**src/rtl/cursor_scroll_unit.sv**
```systemverilog
// Terminal cursor / scroll-region controller between the escape parser and the text-RAM editor.
// Optional deferred wrap is enabled with `define CURSOR_AUTOWRAP_EN.
module cursor_scroll_unit #(
  parameter int unsigned COLUMNS = 80,
  parameter int unsigned LINES   = 30
) (
  input  logic       clk,
  input  logic       rst,
  input  logic       cmd_valid,
  output logic       cmd_ready,
  input  logic [2:0] cmd_type,
  input  logic [7:0] cmd_pn1,
  input  logic [7:0] cmd_pn2,
  input  logic [7:0] margin_top,
  input  logic [7:0] margin_bottom,
  output logic [7:0] cursor_row,
  output logic [7:0] cursor_col,
  output logic       wrap_pending,
  output logic       print_valid,
  output logic [7:0] print_row,
  output logic [7:0] print_col,
  output logic       scroll_ready,
  output logic [7:0] scroll_top,
  output logic [7:0] scroll_bottom,
  output logic [7:0] scroll_step,
  output logic       scroll_dir,
  input  logic       scroll_ack
);

`ifdef CURSOR_AUTOWRAP_EN
  localparam bit AutoWrap = 1'b1;
`else
  localparam bit AutoWrap = 1'b0;
`endif

  localparam logic [7:0] MaxRow = 8'(LINES - 1);
  localparam logic [7:0] MaxCol = 8'(COLUMNS - 1);

  localparam logic [2:0] CmdPrint = 3'd1;
  localparam logic [2:0] CmdLf    = 3'd2;
  localparam logic [2:0] CmdCr    = 3'd3;
  localparam logic [2:0] CmdRi    = 3'd4;
  localparam logic [2:0] CmdBs    = 3'd5;
  localparam logic [2:0] CmdCup   = 3'd6;
  localparam logic [2:0] CmdNel   = 3'd7;

  typedef enum logic [1:0] {StIdle, StScrollWait, StPrintOut} state_e;

  state_e     state_q, state_d;
  logic [7:0] row_q, row_d, col_q, col_d;
  logic       wrap_q, wrap_d;
  logic       pend_q, pend_d;
  logic       sready_q, sready_d;
  logic [7:0] stop_q, stop_d, sbot_q, sbot_d, sstep_q, sstep_d;
  logic       sdir_q, sdir_d;

  logic       accept;
  logic [7:0] top_eff, bot_eff;
  logic       lf_scroll;
  logic [7:0] lf_row;
  logic [7:0] cup_row, cup_col;

  always_comb begin
    accept = cmd_valid && (state_q == StIdle);
    // Degenerate or off-screen regions fall back to the full screen.
    if ((margin_top >= margin_bottom) || (margin_bottom > MaxRow)) begin
      top_eff = 8'd0;
      bot_eff = MaxRow;
    end else begin
      top_eff = margin_top;
      bot_eff = margin_bottom;
    end
    lf_scroll = (row_q == bot_eff);
    lf_row    = (row_q < MaxRow) ? row_q + 8'd1 : row_q;
    cup_row   = (cmd_pn1 == 8'd0) ? 8'd0 : cmd_pn1 - 8'd1;
    cup_col   = (cmd_pn2 == 8'd0) ? 8'd0 : cmd_pn2 - 8'd1;
    if (cup_row > MaxRow) cup_row = MaxRow;
    if (cup_col > MaxCol) cup_col = MaxCol;
  end

  always_comb begin
    state_d  = state_q;
    row_d    = row_q;
    col_d    = col_q;
    wrap_d   = wrap_q;
    pend_d   = pend_q;
    sready_d = sready_q;
    stop_d   = stop_q;
    sbot_d   = sbot_q;
    sstep_d  = sstep_q;
    sdir_d   = sdir_q;

    unique case (state_q)
      StIdle: begin
        if (accept) begin
          unique case (cmd_type)
            CmdPrint: begin
              state_d = StPrintOut;
              if (wrap_q) begin
                col_d  = 8'd0;
                wrap_d = 1'b0;
                if (lf_scroll) begin
                  pend_d  = 1'b1;
                  state_d = StScrollWait;
                end else begin
                  row_d = lf_row;
                end
              end
            end
            CmdLf, CmdNel: begin
              wrap_d = 1'b0;
              if (cmd_type == CmdNel) col_d = 8'd0;
              if (lf_scroll) state_d = StScrollWait;
              else row_d = lf_row;
            end
            CmdCr: begin
              col_d  = 8'd0;
              wrap_d = 1'b0;
            end
            CmdRi: begin
              wrap_d = 1'b0;
              if (row_q == top_eff) state_d = StScrollWait;
              else if (row_q != 8'd0) row_d = row_q - 8'd1;
            end
            CmdBs: begin
              wrap_d = 1'b0;
              if (col_q != 8'd0) col_d = col_q - 8'd1;
            end
            CmdCup: begin
              row_d  = cup_row;
              col_d  = cup_col;
              wrap_d = 1'b0;
            end
            default: ;
          endcase
          if (state_d == StScrollWait) begin
            sready_d = 1'b1;
            stop_d   = top_eff;
            sbot_d   = bot_eff;
            sstep_d  = 8'd1;
            sdir_d   = (cmd_type == CmdRi);
          end
        end
      end
      StScrollWait: begin
        if (scroll_ack) begin
          sready_d = 1'b0;
          pend_d   = 1'b0;
          state_d  = pend_q ? StPrintOut : StIdle;
        end
      end
      StPrintOut: begin
        state_d = StIdle;
        if (col_q < MaxCol) col_d = col_q + 8'd1;
        else wrap_d = AutoWrap;
      end
      default: state_d = StIdle;
    endcase
  end

  always_ff @(posedge clk or negedge rst) begin
    if (!rst) begin
      state_q  <= StIdle;
      row_q    <= 8'd0;
      col_q    <= 8'd0;
      wrap_q   <= 1'b0;
      pend_q   <= 1'b0;
      sready_q <= 1'b0;
      stop_q   <= 8'd0;
      sbot_q   <= 8'd0;
      sstep_q  <= 8'd0;
      sdir_q   <= 1'b0;
    end else begin
      state_q  <= state_d;
      row_q    <= row_d;
      col_q    <= col_d;
      wrap_q   <= wrap_d;
      pend_q   <= pend_d;
      sready_q <= sready_d;
      stop_q   <= stop_d;
      sbot_q   <= sbot_d;
      sstep_q  <= sstep_d;
      sdir_q   <= sdir_d;
    end
  end

  always_comb begin
    cmd_ready     = (state_q == StIdle);
    cursor_row    = row_q;
    cursor_col    = col_q;
    wrap_pending  = wrap_q;
    print_valid   = (state_q == StPrintOut);
    print_row     = print_valid ? row_q : 8'd0;
    print_col     = print_valid ? col_q : 8'd0;
    scroll_ready  = sready_q;
    scroll_top    = stop_q;
    scroll_bottom = sbot_q;
    scroll_step   = sstep_q;
    scroll_dir    = sdir_q;
  end

endmodule
```
**config.mk**
```make
export PLATFORM = sky130hd
export DESIGN_NAME = cursor_scroll_unit
export DESIGN_NICKNAME = d
export VERILOG_FILES = /design/src/rtl/cursor_scroll_unit.sv
export SDC_FILE = /design/constraint.sdc
export NUM_CORES = 1
export LEC_CHECK = 0
export BUFFER_PORTS_ARGS = -buffer_cell sky130_fd_sc_hd__buf_2
export CORE_MARGIN = 2
export CORE_UTILIZATION = 40
export CTS_CLUSTER_SIZE = 12
export DETAILED_ROUTE_END_ITERATION = 6
export GPL_TIMING_DRIVEN = 0
export PLACE_DENSITY = 0.61
export SYNTH_ARGS = -nofsm -noshare
export SYNTH_HDL_FRONTEND = slang
export SYNTH_SLANG_ARGS = --single-unit
```
**constraint.sdc**
```tcl
create_clock -name clk -period 4 [get_ports clk]
set_input_delay 0.8 -clock clk [delete_from_list [all_inputs] [get_ports clk]]
set_output_delay 0.8 -clock clk [all_outputs]
set_load 0.01 [all_outputs]
```
# Word level (Yosys, flattened, before mapping)

Index checks and enable logic that the tools add are counted.

Flip-flop bits (word level): 39
Input bits: 39
Word-level logic and storage cells: 114

Equal/unequal tests: 28
$add $sub $neg: 6
$lt $le $gt $ge: 6
Reductions and logical operators: 19
Multiplexer cells: 45

Operators with widths:

| cell                                                                    | count |
|---|---|
| 8-bit two-way mux                                                       | 18 |
| 8-bit case mux with 5 select lines                                      | 1 |
| 8-bit case mux with 4 select lines                                      | 1 |
| 8-bit by 1-bit subtractor with 8-bit output, second input constant      | 4 |
| 2-bit two-way mux                                                       | 9 |
| 8-bit by 1-bit adder with 8-bit output, second input constant           | 2 |
| 8-bit == test                                                           | 2 |
| 8-bit by 5-bit > comparator with 1-bit output, second input constant    | 2 |
| 8-bit zero test                                                         | 2 |
| 8-bit case mux with 2 select lines                                      | 1 |
| 8-bit nonzero test                                                      | 2 |
| 3-bit == test, second input constant                                    | 4 |
| 2-bit by 1-bit inequality test with 1-bit output, second input constant | 6 |
| 2-bit inequality test, second input constant                            | 6 |
| 6-bit AND reduction                                                     | 2 |
| 1-bit two-way mux                                                       | 10 |
| 3-bit inequality test, second input constant                            | 3 |
| 8-bit greater-or-equal comparator                                       | 1 |
| 8-bit by 7-bit > comparator with 1-bit output, second input constant    | 1 |
| 8-bit by 5-bit < comparator with 1-bit output, second input constant    | 1 |
| 8-bit by 7-bit < comparator with 1-bit output, second input constant    | 1 |
| 4-bit AND reduction                                                     | 2 |
| 7-bit AND reduction                                                     | 1 |
| 7-bit OR reduction                                                      | 1 |
| 16 further kinds                                                        | 21 |

# Logic depth before layout (Yosys ltp)

Gate-level depths: netlist (run 1).

Depth after elaboration: 13
Depth in mapped cells: 13

# Worst setup path before layout (run 1)

OpenSTA, ideal clock, no wires.

Kind: input-to-reg
Start: in margin_top[0]
End: reg row_q[2], in the netlist cursor_row[2]
Data arrival time: 3.443 ns
Path slack: 0.432 ns
Cell stages on the path: 12
Library setup time: 0.125 ns
Cell sequence: inv_1 -> ha_1 -> nand2b_4 -> a2111o_1 -> a31oi_4 -> buf_6 -> a22oi_2 -> nor4_2 -> a311oi_1 -> o41a_1 -> buf_6 -> mux2_4

Word-level cells in the longest chain between the ends: 7

RTL lines:

| item                               | RTL line | RTL |
|---|---|---|
| from (decl)                        | 14       | `input logic [7:0] margin_top,` |
| 8-bit greater-or-equal comparator  | 66       | `if ((margin_top >= margin_bottom) \|\| (margin_bottom > MaxRow)) begin` |
| 1-bit logical OR                   | 66       |  |
| 8-bit two-way mux                  | 66       |  |
| 8-bit == test                      | 73       | `lf_scroll = (row_q == bot_eff);` |
| 8-bit two-way mux (2 in a row)     | -        |  |
| 8-bit case mux with 4 select lines | -        |  |
| to (signal assigned)               | 175      | `row_q <= row_d;` |
| to (decl)                          | 50       | `logic [7:0] row_q, row_d, col_q, col_d;` |

Several ways; a longest one is shown, not always the timed one. The select of a mux whose other input is x is not followed.
A chain may end at the register's enable or synchronous reset.

# Worst setup path after layout (run 1)

Start: in margin_top[0]
End: reg stop_q[6], in the netlist scroll_top[6]

Word-level cells in the longest chain between the ends: 11

RTL lines:

| item                                     | RTL line | RTL |
|---|---|---|
| 8-bit greater-or-equal comparator        | 66       |  |
| 1-bit logical OR                         | 66       |  |
| 8-bit two-way mux                        | 66       |  |
| 8-bit == test                            | 73       |  |
| 2-bit two-way mux                        | 102      | `if (lf_scroll) begin` |
| 2-bit two-way mux                        | 99       | `if (wrap_q) begin` |
| 2-bit case mux with 3 select lines       | 96       | `unique case (cmd_type)` |
| 2-bit two-way mux                        | 95       | `if (accept) begin` |
| 2-bit two-way mux                        | 93       | `unique case (state_q)` |
| 2-bit by 1-bit == test with 1-bit output | 136      | `if (state_d == StScrollWait) begin` |
| 3-bit AND reduction (no source line)     | -        |  |
| to (signal assigned)                     | 180      | `stop_q <= stop_d;` |
| to (decl)                                | 54       | `logic [7:0] stop_q, stop_d, sbot_q, sbot_d, sstep_q, sstep_d;` |

Several ways; a longest one is shown, not always the timed one. The select of a mux whose other input is x is not followed.

==> results.md, run 1 <==
- Share of cells above drive strength 1: a little under a quarter
- DRT Pass-1 Iters: 4
- Min-Delay Path Class: reg2reg
- Cells after Synth: 440
- Slew headroom: around 40%
- Critical Path Source: margin_top[0]
- Power after layout: between 2 and 2.5 mW
- Synth Area in Compound Gates: 19.5%
- DR vias/cell: 5.30
- Cell variety after synth: 58
- Synthesized area: 3490 µm²
- N_diodes: 0
- Post-Synth XOR/XNOR Area: under 10%
- Fill cells: slightly below 900
- Simple-gate portion of the synthesized area: 24.6%
- Final Hold Viols: 0
- Number of synthesized flops with an enable pin: 0
- Num CTS Buffers: 5
- Final HPWL DP: ~7300 µm
- Global Route Usage Sum: about a fifth
- Clock root buffer: clkbuf_8
- Buf/Inv on CP: 4
- Multiplexer share of the synthesized area: between 7 and 8%
- First-pass GRT wire length: about 16000 µm
- Resized cells post-CTS: 0
- Synth Area in Adders: about 8.5%
- DRC violation count after routing: 0
- Yosys top cell area share: a little over a quarter
- Ys flop type: dfrtp_1
- Number of global-route vias before repair: between 3000 and 4000
- CP cell instances: buf_2 -> inv_1 -> ha_1 -> nand2b_4 -> a2111o_1 -> a31oi_4 -> buf_6 -> mux2i_1 -> a22oi_2 -> nand2_1 -> a21oi_1 -> o21ai_2 -> buf_2 -> mux2i_1
- Top-count cell post-synth: nor2_1
- Postcts setup bufs: 0
- Worst path slowest cell: o21ai_2
- Power per cell area: a little under 500 nW/µm²
- Die Wd: 97.4 µm
- CP Class: in2reg
- Post-Route WL: around 9500 µm
- Fin. max-slew vios: 0
- CTS tree: built
- Wirelength per Cell: 14.6 µm
- Top cells by count, synth: nor2_1, nand2_1, dfrtp_1
- Worst-Skew Late Latency: 0.30 ns
- Final period utilization: between 90% and 100%
- DRT iter0 DRCs: about 150
- CTS Sinks: 38
- Area grow syn2layout: 21.3%
- Top delay family on crit path: compound AO/OA/AOI/OAI gates
- Worst-path maximum fanout: 10
- Largest net degree at the start of global routing: 39
- Post-synthesis sequential area ratio: between 20% and 30%
- I/O pins: 100
- RSZ-0062 raised after global routing: no
- Post-Layout Cell Count: ~650
- Reg2Reg Launch Point: cursor_col[2]$_DFFE_PN0P_
- Worst-path clk slew: 0.08 ns
- Final setup viols: 0
- Setup total negative slack: 0 ns
- CP peak stage delay: around 0.46 ns
- Critical Path AT: 3.90 ns
- Area of the core: 8590 µm²
- Flops & latches, synth: 38
- Async SR Flop Fraction: 100%
- Area leader, netlist: dfrtp_1
- Critical Path Source Type: input pin
- Maxcap violations: 0
- Worst-margin pin slew: roughly 0.88 ns
- Min-delay src: scroll_step[0]$_DFFE_PN0P_
- Vias: around 3500
- Reg2reg setup slack: 0.91 ns
- Main combinational cell family by area after synthesis: simple AND/OR/NAND/NOR gates
- VDD IR max: a little over 0.2 mV
- Synth area leaders: dfrtp_1, ha_1, o21ai_0
- Clk buf depth: 2
- Yosys warning total: 0
- Num rows: 34
- Placed cell count: about 640
- Hold_buf cts: 0
- Min Clock Period, post-route: 3.68 ns
- Leak: ~2.1 nW
- Post-route antenna net violation count: 0
- F_max: around 0.27 GHz
- PortBufs: 89
- Final Wtd Congestion: 0.876
- GRT overflow: 0
- Die Area: 9480 µm²
- Starting density of the core: 40.6%
- Final Net Count: 605
- Fin Clk Skew: approximately 0.0098 ns
- H-tree depth: 2
- Outcome: finished, final reports clean
- Die height: about 100 µm
- Worst EP required: ~4.2 ns
- Mapped Avg Cell Area: between 7 and 8 µm²
- Critical Path Sink Type: flip-flop
- Initial antenna violation count: 0
[cell families (layout without fill, tap and decap cells)]
family | count (synthesis) | in the layout
other cells | 1 | 8
simple gates | 170 | 170
xor+xnor | 17 | 17
flops | 38 | 38
buf+inv | 61 | 158
mux | 25 | 25
compound gates | 105 | 105
fa+ha+maj | 23 | 23
[state kept, by name, indices dropped and copies added, names as in the netlist]
signal,flops
scroll_top,8
state_q,2
cursor_col,8
scroll_step,1
scroll_bottom,8
cursor_row,8
pend_q,1
scroll_dir,1
scroll_ready,1
[area by class of cell]
type / count / area (µm²) / share of cell area (%)
clock buffer: 5 / 68.8 / 1.63
multi-input combinational: 348 / 2290 / 54.1
buffer: 27 / 148 / 3.49
timing repair buffer: 89 / 445 / 10.5
inverter: 34 / 128 / 3.02
tap: 108 / 135 / 3.19
clock inverter: 3 / 68.8 / 1.63
sequential: 38 / 951 / 22.5
[layout by cell type, fill, tap and decap left out, types with 3 or more instances in the layout]
cell type and instances:
and2_1 19, buf_4 8, nor2_1 43, nor3_1 16, a31oi_1 3, o31ai_1 5, nand3b_1 4, nand2b_1 12
buf_2 90, nand4_1 4, clkbuf_1 16, xor2_1 6, or2_2 3, xnor2_1 11, nand3_1 9, o21bai_1 3
inv_1 34, dfrtp_1 38, a21o_1 4, mux2i_1 16, ha_1 22, o21ai_0 35, conb_1 8, nor4_1 5
mux2_4 4, mux2_2 5, o22ai_1 3, and3_1 3, clkbuf_8 5, a21oi_1 24, nand2_1 42, nor4b_1 3
a22oi_1 4
[worst paths after layout]
kind	endpoint	cells past startpoint
max	scroll_top[6]$_DFFE_PN0P_	14
min	scroll_step[0]$_DFFE_PN0P_	1
max reg2reg	cursor_col[7]$_DFFE_PN0P_	11
min reg2reg	scroll_step[0]$_DFFE_PN0P_	1
max in group asynchronous	state_q[1]$_DFFE_PN0P_	1
min in group asynchronous	cursor_col[3]$_DFFE_PN0P_	1
[power by group]
group / switching, mW / internal [mW] / leakage, nW / total (mW)
Combinational: 0.586 / 0.459 / 1.57 / 1.04
Sequential: 0.126 / 0.512 / 0.460 / 0.637
Clock: 0.159 / 0.250 / 0.0683 / 0.409
[metal layers]
metal	global-route usage [%]	share of wire, %	up-vias
met5	0	0	-
met4	4.59	1.4	0
met3	3.45	5.2	12
met2	32.6	47	104
met1	27.9	47	1605
li1	-	-	1736
[through the flow]
step	cell area (µm²)	setup slack [ns]	util, %	hold WS [ns]
after floorplan	3510	0.432	-	0.454
after global routing	4230	0.116	49.3	0.491
after global placement	4100	0.0357	47.7	0.444
final	4230	0.322	49.3	0.468
after CTS	4230	0.305	49.3	0.479
after detailed placement	4100	-0.00569	47.7	0.457
Power figures use the tool's default switching activity.
==> run 2, diff against run 1 <==
- ABC_AREA: not set -> 1
==> run 2 against run 1 <==
Effect of this change: worst setup slack gained 0.25 ns; first-iteration DRC count shrank 17%; synthesized cell count grew 23%; sequential share of layout area is essentially flat; clock power shrank 31%; worst hold slack gained 0.0056 ns.
==> results.md, run 2 <==
- H-tree depth: 2
- Cells after Synth: around 540
- Outcome: finished, final reports clean
- Min-delay src: scroll_ready$_DFFE_PN0P_
- Critical Path Source Type: flip-flop
- Wirelength per Cell: 12.9 µm
- DR vias/cell: roughly 5.0
- Final Hold Viols: 0
- Num CTS Buffers: 5
- Most Crowded Layer GR: met2
- Leak: 2.40 nW
- Ys flop type: dfrtp_1
- Pre-CTS WS: approximately 0.32 ns
- Post-route antenna net violation count: 0
- Area leader, netlist: dfrtp_1
- Top-count cell post-synth: nand2_1
- Post-Route WL: between 9000 and 10000 µm
- Post-synthesis sequential area ratio: a little over a quarter
- Flops & latches, synth: 38
- Worst-Skew Late Latency: 0.29 ns
- Hold_buf cts: 0
- Final core utilization: between 40 and 50%
- Worst-path maximum fanout: 10
- Final HPWL DP: roughly 7900 µm
- Async SR Flop Fraction: between 90% and 100%
- Critical Path Sink Type: primary output
- Power per cell area: 385 nW/µm²
- Area of the core: approximately 8600 µm²
- Worst-margin pin slew: a little over 0.9 ns
- CP Class: reg2out
- Final period utilization: around 86%
- Reg2Reg Launch Point: state_q[1]$_DFFE_PN0P_
- Hold Slack: between 0.4 and 0.5 ns
- Slew headroom: roughly two fifths
- Number of global-route vias before repair: around 3700
- Number of synthesized flops with an enable pin: 0
- CP peak stage delay: between 0.5 and 0.6 ns
- Global Route Usage Sum: a little over a fifth
- Die height: about 100 µm
- Worst EP required: approximately 3.2 ns
- DRT Pass-1 Iters: 5
- Maxcap violations: 0
- Clock root buffer: clkbuf_8
- VDD IR max: between 0.1 and 0.15 mV
- Fin. max-slew vios: 0
- Cell variety after synth: 38
- Min-Delay Path Class: reg2reg
- Worst-path clk slew: 0.08 ns
- Critical Path Source: state_q[1]$_DFFE_PN0P_
- Num rows: 34
- F_max: between 0.2 and 0.3 GHz
- Synth area leaders: dfrtp_1, nand2_1, inv_1
- CP cell instances: inv_1 -> nor2_1 -> clkinv_1 -> clkbuf_1 -> nor2_1 -> buf_2
- Starting density of the core: just over 40%
- Most frequent CP cell: nor2_1
- Met3 usage: roughly 3.5%
- Final Wtd Congestion: approximately 0.92
- First-pass GRT wire length: 17000 µm
- Area grow syn2layout: 20.1%
- Largest net degree at the start of global routing: 39
- Setup total negative slack: 0 ns
- Most frequent cells in the layout: nand2_1, buf_2, inv_1
- Worst path slowest cell: nor2_1
- Final setup viols: 0
- Fin Clk Skew: approximately 0.0085 ns
- PortBufs: between 90 and 100
- I/O pins: 100
- Initial antenna violation count: 0
- Top cells by count, synth: nand2_1, inv_1, nor2_1
- Final Net Count: 710
- Min Clock Period, post-route: between 3 and 4 ns
- N_diodes: 0
- Resized cells post-CTS: 0
- CTS Sinks: 38
- RSZ-0062 raised after global routing: no
- Share of cells above drive strength 1: about a fifth
- Postcts setup bufs: 0
- CTS tree: built
- Fin worst setup slack: between 0.5 and 0.6 ns
- Die Wd: between 90 and 100 µm
- DRC violation count after routing: 0
- Commonest non-fill, non-tap cell in the layout: nand2_1
- Met1 Use GR: between 20% and 30%
- Clk buf depth: 2
- Vias: between 3000 and 4000
- Critical Path AT: about 2.6 ns
- GRT overflow: 0
- Met2 Resource Use GR: 37.0%
- DRT iter0 DRCs: between 100 and 150
- Synthesized area: 3530 µm²
- Yosys warning total: 0
- Power after layout: between 1.5 and 2 mW
- Die Area: 9590 µm²
- Yosys top cell area share: between 20% and 30%
- Mapped Avg Cell Area: 6.50 µm²
==> run 2: cell count changes after synthesis, sizes merged, moves of 7 or more <==
cell | before | now
nand2 | 42 | 139
inv | 34 | 86
nor2 | 43 | 79
nand3 | 9 | 30
and2 | 19 | 0
mux2i | 16 | 0
nand4 | 4 | 19
clkbuf | 16 | 2
nand2b | 13 | 0
xnor2 | 11 | 1
mux2 | 9 | 0
a21oi | 24 | 17
nor3 | 16 | 9
==> run 2: critical path, delay by kind of cell (launching register included) <==
kind	cells	cell delay (ns)
DFF	1	0.43
buffers and inverters	4	1.14
and+or+nand+nor	2	0.76
==> run 2: cells by family (layout without fill, tap and decap cells) <==
family	after synthesis	in the layout	synth area share, %
other	1	8	0.106
adders and majority gates	23	23	8.37
buffers and inverters	105	204	12.9
and+or+nand+nor	284	284	35.0
xor gates and xnor gates	7	7	1.74
DFF	38	38	26.9
AOI/OAI and AO/OA	85	85	15.0
==> run 2: worst paths after layout <==
kind                                             end  cells after the start  slack [ns]
max                                     print_row[6]                      6        0.58
min                         scroll_ready$_DFFE_PN0P_                      2        0.47
max reg2reg                cursor_col[7]$_DFFE_PN0P_                      6        1.75
min reg2reg                 scroll_ready$_DFFE_PN0P_                      2        0.47
max in group asynchronous   scroll_ready$_DFFE_PN0P_                      1        2.79
min in group asynchronous  cursor_row[2]$_DFFE_PN0P_                      1        0.64
==> run 2: cell type report <==
type | count | area (µm²)
clock buffers | 7 | 86.3
clock inverters | 1 | 5.00
well taps | 108 | 135
multi-input cells | 407 | 2150
plain buffers | 16 | 121
inverters | 89 | 334
flip-flops and latches | 38 | 951
repair buffers | 91 | 455
fillers | 941 | 4400
==> run 2: report_power, final <==
| part | total [mW] | leakage (nW) | switching [mW] | internal, mW |
|---|---|---|---|---|
| registers | 0.587 | 0.484 | 0.118 | 0.469 |
| clock network | 0.281 | 0.0482 | 0.142 | 0.139 |
| logic | 0.764 | 1.86 | 0.481 | 0.283 |
| total | 1.63 | 2.40 | 0.741 | 0.892 |
==> run 2: layer usage <==
layer  part of all wire (%)  up-vias
met4                    1.7        0
met1                     45     1720
met5                      0        -
met3                    5.0       16
li1                       -     1957
met2                     48      104
==> run 2: metrics by stage <==
step	instances	cell area, µm²
floorplan	550	3560
global placement	749	4150
detailed placement	749	4150
CTS	757	4240
global route	757	4240
finish	757	4240
==> run 3, diff against run 2 <==
- CELL_PAD_IN_SITES_DETAIL_PLACEMENT: not set -> 1
- CELL_PAD_IN_SITES_GLOBAL_PLACEMENT: not set -> 2
- CORE_UTILIZATION: 40 -> 30
- PLACE_DENSITY: 0.61 -> not set
- PLACE_DENSITY_LB_ADDON: not set -> 0.1
==> run 3 against run 2 <==
Effect of this change: register-to-register slack got worse by 0.09 ns; fmax fell by 4.9%; first-iteration DRC count rose by 56%; die area rose by 32%; critical path type is now in2reg; clock power rose by 92%; clock skew fell by 0.0054 ns; highest routed layer unchanged; count of clock-buffer cells in the layout fell by 1; largest cell class unchanged; critical endpoint is now cursor_row[6]$_DFFE_PN0P_; combinational power rose by 2.9%; sequential power rose by 1%.
==> results.md, run 3 (synthesis results as in run 2) <==
- Outcome: finished, final reports clean
- Power per cell area: around 440 nW/µm²
- Wirelength per Cell: 14.9 µm
- Global Route Usage Sum: about a fifth
- Leak: 2.45 nW
- Most frequent cells in the layout: nand2_1, buf_2, inv_1
- N_diodes: 0
- CP peak stage delay: slightly below 0.8 ns
- GRT overflow: 0
- PortBufs: 91
- Share of cells above drive strength 1: between 20% and 30%
- Worst-path clk slew: approximately 0.060 ns
- Slew headroom: a little under a third
- Critical Path Source Type: input pin
- Min-delay src: scroll_step[0]$_DFFE_PN0P_
- Reg2Reg Launch Point: state_q[1]$_DFFE_PN0P_
- Die Area: around 13000 µm²
- Critical Path Source: cmd_type[2]
- DRT iter0 DRCs: roughly 190
- Postcts setup bufs: 0
- Worst EP required: 4.15 ns
- Placed cell count: around 780
- Worst-margin pin slew: around 1.0 ns
- Critical Path Sink Type: flip-flop
- Vias: between 3000 and 4000
- Setup total negative slack: 0 ns
- CTS tree: built
- Area grow syn2layout: 24.4%
- CP cell instances: buf_2 -> inv_1 -> or2_2 -> nor2_1 -> inv_1 -> fa_1 -> o21ai_0 -> nand2_1 -> nand2_1 -> a21oi_1 -> o21ai_0 -> a21oi_1 -> nand2_1 -> o21ai_0
- Worst path slowest cell: nor2_1
- Clock root buffer: clkbuf_16
- Final period utilization: 90.0%
- Critical Path AT: 3.76 ns
- First-pass GRT wire length: 19800 µm
- Min-Delay Path Class: reg2reg
- Post-route antenna net violation count: 0
- Die Wd: ~110 µm
- Multi-input logic area: about 2100 µm²
- Reg2reg setup slack: approximately 1.7 ns
- Commonest non-fill, non-tap cell in the layout: nand2_1
- DRC violation count after routing: 0
- Final Hold Viols: 0
- Final Net Count: between 700 and 800
- I/O pins: 100
- Final setup viols: 0
- Largest net degree at the start of global routing: 39
- Area of the core: approximately 11000 µm²
- Resized cells post-CTS: 0
- Die height: 112 µm
- CP Class: in2reg
- Fin. max-slew vios: 0
- Num rows: 39
- DR vias/cell: 4.84
- Final HPWL DP: 9530 µm
- Seq. cell area: around 950 µm²
- H-tree depth: 2
- RSZ-0062 raised after global routing: no
- Min Clock Period, post-route: between 3 and 4 ns
- F_max: ~0.28 GHz
- Worst-path maximum fanout: 12
- Clk buf depth: 2
- Num CTS Buffers: 5
- Number of global-route vias before repair: between 3000 and 4000
- Post-Layout Cell Count: around 800
- Worst-Skew Late Latency: between 0.2 and 0.3 ns
- Maxcap violations: 0
- Fin Clk Skew: approximately 0.003 ns
- DRT Pass-1 Iters: 4
- Hold_buf cts: 0
- Post-Route WL: between 10000 and 15000 µm
- Fill cells: approximately 1500
- CTS Sinks: 38
- VDD IR max: around 0.22 mV
- Starting density of the core: a little over 30%
- Initial antenna violation count: 0
- Final Wtd Congestion: around 0.81
[run 3: cell types whose count changed in the layout (fill, tap and decap cells not counted)]
cell,change
clkbuf_16,+5
clkbuf_1,-1
clkbuf_8,-5
clkinv_2,-1
bufinv_16,+2
[run 3: path summary, 6_finish.rpt]
kind | cells after the start | endpoint
min reg2reg | 1 | scroll_step[0]$_DFFE_PN0P_
min | 1 | scroll_step[0]$_DFFE_PN0P_
max reg2reg | 6 | cursor_col[7]$_DFFE_PN0P_
min in group asynchronous | 1 | scroll_top[0]$_DFFE_PN0P_
max | 14 | cursor_row[6]$_DFFE_PN0P_
max in group asynchronous | 1 | cursor_col[3]$_DFFE_PN0P_
[run 3: critical path: cells and delay by family]
kind                     cells  cell delay, ns
AO/OA/AOI/OAI                5            0.70
adder cells (fa/ha/maj)      1            0.47
buffers and inverters        3            0.46
AND/OR/NAND/NOR              5            1.33
[run 3: through the flow]
step           utilization, %  area, µm²  power, mW  setup slack [ns]  hold slack (ns)
4_1_cts                  38.3       4390       1.94             0.350            0.472
2_1_floorplan               -       3560       1.08             0.881            0.436
3_5_place_dp             36.5       4190       1.39            0.0579            0.458
3_3_place_gp             36.5       4190       1.36             0.172            0.441
6_report                 38.3       4390       1.92             0.398            0.464
5_1_grt                  38.3       4390       2.08            0.0498            0.499
[run 3: per-layer routing]
layer	vias to the layer above	GRT usage, %	routed length (µm)	share of wire [%]
li1	1951	-	-	-
met1	1804	25.6	5780	49
met2	69	33.3	5560	47
met3	6	2.54	368	3.1
met4	0	3.33	69	0.59
met5	-	0	0	0
[run 3: power breakdown]
| part | internal [mW] | switching (mW) |
|---|---|---|
| Combinational | 0.285 | 0.501 |
| Sequential | 0.470 | 0.124 |
| Clock | 0.375 | 0.165 |
[run 3: layout make-up]
type | instances | share of cell area, %
Buffer | 16 | 2.77
Clock buffer | 6 | 3.16
Clock inverter | 2 | 1.37
Inverter | 89 | 7.61
Multi-Input combinational cell | 407 | 49.0
Sequential cell | 38 | 21.7
Tap cell | 143 | 4.08
Timing Repair Buffer | 91 | 10.4
